--- src/rtl/pc_sequencer_if.sv ---
// Instruction-memory fetch port: the sequencer requests IAddr, memory answers with IReady.
interface pc_sequencer_if #(
  parameter int PC_WIDTH = 32
);
  logic                IReq;
  logic [PC_WIDTH-1:0] IAddr;
  logic                IReady;

  modport master (output IReq, output IAddr, input IReady);
  modport slave  (input IReq, input IAddr, output IReady);
endinterface

--- src/rtl/pc_sequencer.sv ---
// Program-counter sequencer: fetches each instruction over a req/ready port and
// applies the 2-bit JumpOP (seq / branch / jr / jump) when the instruction retires.
module pc_sequencer #(
  parameter int          PC_WIDTH = 32,
  parameter logic [31:0] RESET_PC = 32'h0000_0000
) (
  input  logic                clk,
  input  logic                rst,
  input  logic [1:0]          JumpOP,
  input  logic [15:0]         BranchOffset,
  input  logic [25:0]         JumpAddr,
  input  logic [PC_WIDTH-1:0] JrAddr,
  input  logic                Stall,
  pc_sequencer_if.master      imem,
  output logic [PC_WIDTH-1:0] PC,
  output logic [PC_WIDTH-1:0] PCPlus4,
  output logic                InstrValid,
  output logic                AlignErr,
  output logic [15:0]         RedirectCount
);

  localparam logic [PC_WIDTH-1:0] RESET_PC_W = RESET_PC[PC_WIDTH-1:0];

  typedef enum logic [1:0] {BOOT, FETCH, WAIT, EXEC} state_t;

  state_t              state_reg, state_next;
  logic [PC_WIDTH-1:0] pc_reg, pc_next;
  logic                align_err_reg, align_err_next;
  logic [15:0]         redirect_count_reg, redirect_count_next;

  logic [PC_WIDTH-1:0] pc_plus4;
  logic [PC_WIDTH-1:0] branch_disp;
  logic [PC_WIDTH-1:0] branch_target;
  logic [PC_WIDTH-1:0] jr_target;
  logic [PC_WIDTH-1:0] jump_target;
  logic [PC_WIDTH-1:0] redirect_pc;

  assign pc_plus4      = pc_reg + PC_WIDTH'(4);
  assign branch_disp   = {{(PC_WIDTH-18){BranchOffset[15]}}, BranchOffset, 2'b00};
  assign branch_target = pc_plus4 + branch_disp;
  assign jr_target     = {JrAddr[PC_WIDTH-1:2], 2'b00};

  // A 28-bit address space is fully covered by the J-type field, so no region bits remain.
  generate
    if (PC_WIDTH > 28) begin : g_jump_region
      assign jump_target = {pc_plus4[PC_WIDTH-1:28], JumpAddr, 2'b00};
    end else begin : g_jump_flat
      assign jump_target = {JumpAddr, 2'b00};
    end
  endgenerate

  always_comb begin
    redirect_pc = pc_plus4;
    case (JumpOP)
      2'b01:   redirect_pc = branch_target;
      2'b10:   redirect_pc = jr_target;
      2'b11:   redirect_pc = jump_target;
      default: redirect_pc = pc_plus4;
    endcase
  end

  always_comb begin
    state_next          = state_reg;
    pc_next             = pc_reg;
    align_err_next      = 1'b0;
    redirect_count_next = redirect_count_reg;
    case (state_reg)
      BOOT:  state_next = FETCH;
      FETCH: state_next = imem.IReady ? EXEC : WAIT;
      WAIT:  if (imem.IReady) state_next = EXEC;
      EXEC: begin
        // Jump-control inputs only matter on the retiring cycle; stalled cycles ignore them.
        if (!Stall) begin
          state_next     = FETCH;
          pc_next        = redirect_pc;
          align_err_next = (JumpOP == 2'b10) && (JrAddr[1:0] != 2'b00);
          if ((JumpOP != 2'b00) && (redirect_count_reg != 16'hFFFF))
            redirect_count_next = redirect_count_reg + 16'd1;
        end
      end
      default: state_next = BOOT;
    endcase
  end

  always_ff @(posedge clk) begin
    if (rst) begin
      state_reg          <= BOOT;
      pc_reg             <= RESET_PC_W;
      align_err_reg      <= 1'b0;
      redirect_count_reg <= 16'h0000;
    end else begin
      state_reg          <= state_next;
      pc_reg             <= pc_next;
      align_err_reg      <= align_err_next;
      redirect_count_reg <= redirect_count_next;
    end
  end

  assign imem.IReq     = (state_reg == FETCH) || (state_reg == WAIT);
  assign imem.IAddr    = pc_reg;
  assign PC            = pc_reg;
  assign PCPlus4       = pc_plus4;
  assign InstrValid    = (state_reg == EXEC);
  assign AlignErr      = align_err_reg;
  assign RedirectCount = redirect_count_reg;

endmodule

--- src/flat_wrapper.sv ---
// flat-port wrapper written by rule: the top's interface ports become plain ports
module pc_sequencer_flat 
#(
  parameter int          PC_WIDTH = 32,
  parameter logic [31:0] RESET_PC = 32'h0000_0000
)
  (clk, rst, JumpOP, BranchOffset, JumpAddr, JrAddr, Stall, PC, PCPlus4, InstrValid, AlignErr, RedirectCount, imem_IReq, imem_IAddr, imem_IReady);
  pc_sequencer_if #(.PC_WIDTH(PC_WIDTH)) imem_i ();
  input  logic clk;
  input  logic rst;
  input  logic [1:0] JumpOP;
  input  logic [15:0] BranchOffset;
  input  logic [25:0] JumpAddr;
  input  logic [PC_WIDTH-1:0] JrAddr;
  input  logic Stall;
  output logic [PC_WIDTH-1:0] PC;
  output logic [PC_WIDTH-1:0] PCPlus4;
  output logic InstrValid;
  output logic AlignErr;
  output logic [15:0] RedirectCount;
  output wire logic [$bits(imem_i.IReq)-1:0] imem_IReq;
  output wire logic [$bits(imem_i.IAddr)-1:0] imem_IAddr;
  input wire logic [$bits(imem_i.IReady)-1:0] imem_IReady;
  assign imem_IReq = imem_i.IReq;
  assign imem_IAddr = imem_i.IAddr;
  assign imem_i.IReady = imem_IReady;
  pc_sequencer #(.PC_WIDTH(PC_WIDTH), .RESET_PC(RESET_PC)) u_core (.clk(clk), .rst(rst), .JumpOP(JumpOP), .BranchOffset(BranchOffset), .JumpAddr(JumpAddr), .JrAddr(JrAddr), .Stall(Stall), .imem(imem_i), .PC(PC), .PCPlus4(PCPlus4), .InstrValid(InstrValid), .AlignErr(AlignErr), .RedirectCount(RedirectCount));
endmodule
--- config.mk ---
export PLATFORM = sky130hd
export DESIGN_NAME = pc_sequencer_flat
export DESIGN_NICKNAME = d
export VERILOG_FILES = /design/src/rtl/pc_sequencer_if.sv /design/src/rtl/pc_sequencer.sv /design/src/flat_wrapper.sv
export SDC_FILE = /design/constraint.sdc
export NUM_CORES = 1
export LEC_CHECK = 0
export BUFFER_PORTS_ARGS = -buffer_cell sky130_fd_sc_hd__buf_2
export CAP_MARGIN = 5
export CORE_MARGIN = 4
export CORE_UTILIZATION = 46
export CTS_CLUSTER_SIZE = 30
export DETAILED_ROUTE_END_ITERATION = 7
export MAX_ROUTING_LAYER = met4
export PLACE_DENSITY = 0.78
export SYNTH_ARGS = -nofsm -noshare
export SYNTH_HDL_FRONTEND = slang
export SYNTH_SLANG_ARGS = --single-unit
--- constraint.sdc ---
create_clock -name clk -period 3.8 [get_ports clk]
set_input_delay 0.19 -clock clk [delete_from_list [all_inputs] [get_ports clk]]
set_output_delay 0.19 -clock clk [all_outputs]
set_load 0.01 [all_outputs]
==> qor.csv <==
metric,value,unit
status,"complete, no violations",
grt_overflow,0,
dpl_cell_area,6260,um^2
stdcell_count,998,
vias,6074,
grt_max_degree,34,
rows,38,
die_height,115,um
ys_types,72,
gp_congestion,1.02,
area.growth.synth_to_final,22.9,%
finalCritPeriodShare,99.2,%
yosysTopAreaCell,dfxtp_1,
cpPeakStageDelay,0.55,ns
critPathBufInv,1,
cp_slowest_cell,or4_1,
drt-initial-drc-count,538,
ys_async_sr_fraction,0,%
start_kind,flop,
postSynthCellCount,695,
period_needed,3.77,ns
worstPathRequired,3.98,ns
yosys_warnings,0,
critPathTopFamily,compound AO/OA/AOI/OAI gates,
p_seq_share,31.4,%
n_antenna_cell,0,
largest_reg_flops,30,
path_cells,ha_2 > inv_1 > or4_1 > or3_1 > nand2_1 > ha_1 > a21oi_1 > o21ai_0 > a32oi_2 > nand2_1 > a31oi_2 > or4_1 > a31oi_1 > a221o_1,
clockPowerShare,23.0,%
layout_common_cells,"188 x buf_2, 62 x nor2_1, 58 x nand2_1",
syn_avg_cell_area,7.64,um^2
path_class,reg -> reg,
portBuffers,188,
ant_nets,0,
globalRouteTotalUtil,28.0,%
rsz0062_at_grt,yes,
wirelength,18900,um
fin_area,6530,um^2
cp-end-kind,flop,
layout_commonest_cell,buf_2,
grt_pass1_wl,28900,um
num-nets-final,980,
core,11100,um^2
drc,0,
synth_seq_cells,49,
worst_pin_slew,0.854,ns
cts_made_buffers,5,
die_w,115,um
fmax,265,MHz
synth_edf_count,0,
cp_max_fo,4,
synth-main-ff-cell,dfxtp_1,
htreeDepth,2,
final-setup-viol-count,0,
ioPinCount,195,
intPower,0.00118,W
post-dp-hpwl,14400,um
routedWlPerCell,18.9,um
dr.pass1.iters,8,
finalHoldViolCount,0,
power_density,306,nW/um^2
synth_top_area_share,18.5,%
synth.area.top_cells,"dfxtp_1 18%, ha_1 9.7%, a21oi_1 5.3%",
hold_ws,0.174,ns
slew_viol_final,0,
dp_cells,990,
pre_cts_slack,0.0933,ns
critPathArrivalTime,3.95,ns
clkSlewWorstSetupHoldPaths,0.07,ns
via_per_inst,6.09,
cts-root-buf,clkbuf_16,
clk_latency,0.30,ns
ir_worst_vdd,0.313,mV
cts_buffer_depth,2,
cts_tree,built,
drv_cap,0,
initial_core_util,47.9,%
cts_sinks,49,
p_leak,3.20,nW
antenna_found_initial,0,
p_sw,0.000814,W
slew_headroom,42.9,%
die-area,13300,um^2
min_path_type,in -> reg,
grt_pass1_vias,5674,
swShare,40.8,%
yosysSeqAreaShare,18.5,%
clock_skew,0.00673,ns
drive_above_1_share,31.5,%
p_comb_share,45.7,%
syn-cell-area,5310,um^2
setup_ws,0.0291,ns
==> worst min-delay path, delay by kind of cell <==
kind / cells / cell delay (ns)
AOI/OAI and AO/OA: 2 / 0.17
buffers and inverters: 1 / 0.08
==> what timing repair did <==
item                                    4_1_cts  5_1_grt
hold buffers                                  0        0
setup buffers                                 0        1
hold endpoints to repair                      0        0
gates resized for setup                       0       26
endpoints found under the setup margin        0       12
==> synthesized netlist by cell type, drive strengths merged, types with 12 or more instances <==
library cell   n
dfxtp         49
a21oi         56
mux2i         12
nand4         13
xnor2         30
inv           27
buf           45
nor2          64
nand3         34
clkbuf        19
a21o          15
xor2          19
nand2         58
a211oi        16
o21ai         43
ha            41
nor3          17
==> cell type report <==
| type | instances | area, um^2 |
|---|---|---|
| clock buffer | 5 | 125 |
| clock inverter | 2 | 16.3 |
| fill | 1039 | 4550 |
| inverter | 27 | 101 |
| multi-input combinational | 560 | 3980 |
| sequential | 49 | 981 |
| tap | 140 | 175 |
| timing repair buffer | 215 | 1140 |
==> worst paths after layout <==
kind,slack [ns],depth (start not counted),end,from
worst max-delay path,0.03,14,u_core.PC[27],u_core.PC[2]
worst min-delay path,0.17,3,u_core.PC[18],JumpAddr[16]
worst min register to register,0.51,2,u_core.RedirectCount[15],u_core.RedirectCount[15]
worst max register to register,0.03,14,u_core.PC[27],u_core.PC[2]
==> power by group through the flow <==
| stage | combinational, W | clock (W) | sequential [W] |
|---|---|---|---|
| floorplan | 0.000595 | 0 | 0.000636 |
| global placement | 0.000870 | 0 | 0.000631 |
| detailed placement | 0.000880 | 0 | 0.000632 |
| CTS | 0.000885 | 0.000459 | 0.000621 |
| global route | 0.000999 | 0.000478 | 0.000633 |
| finish | 0.000912 | 0.000458 | 0.000626 |
==> stage by stage <==
step	util, %	setup TNS [ns]	power (W)
5_1_grt	58.9	-0.120	0.00211
3_5_place_dp	56.5	0	0.00151
6_report	58.9	0	0.00200
3_3_place_gp	56.5	0	0.00150
4_1_cts	57.8	0	0.00197
2_1_floorplan	-	0	0.00123
==> routing by layer <==
metal	vias up	part of all wire [%]	GRT usage (%)
met5	-	0	-
met4	0	2.4	6.73
met3	42	11	6.89
met2	356	45	45.3
met1	2824	41	35.3
li1	2852	-	-
==> kinds of logic after synthesis <==
logic type	share of synthesized area, %
other cells	0.0707
flops	18.5
buf+inv	9.10
fa+ha+maj	10.0
compound gates	25.6
mux	5.87
simple gates	22.5
xor+xnor	8.37
Power figures use the tool's default switching activity.
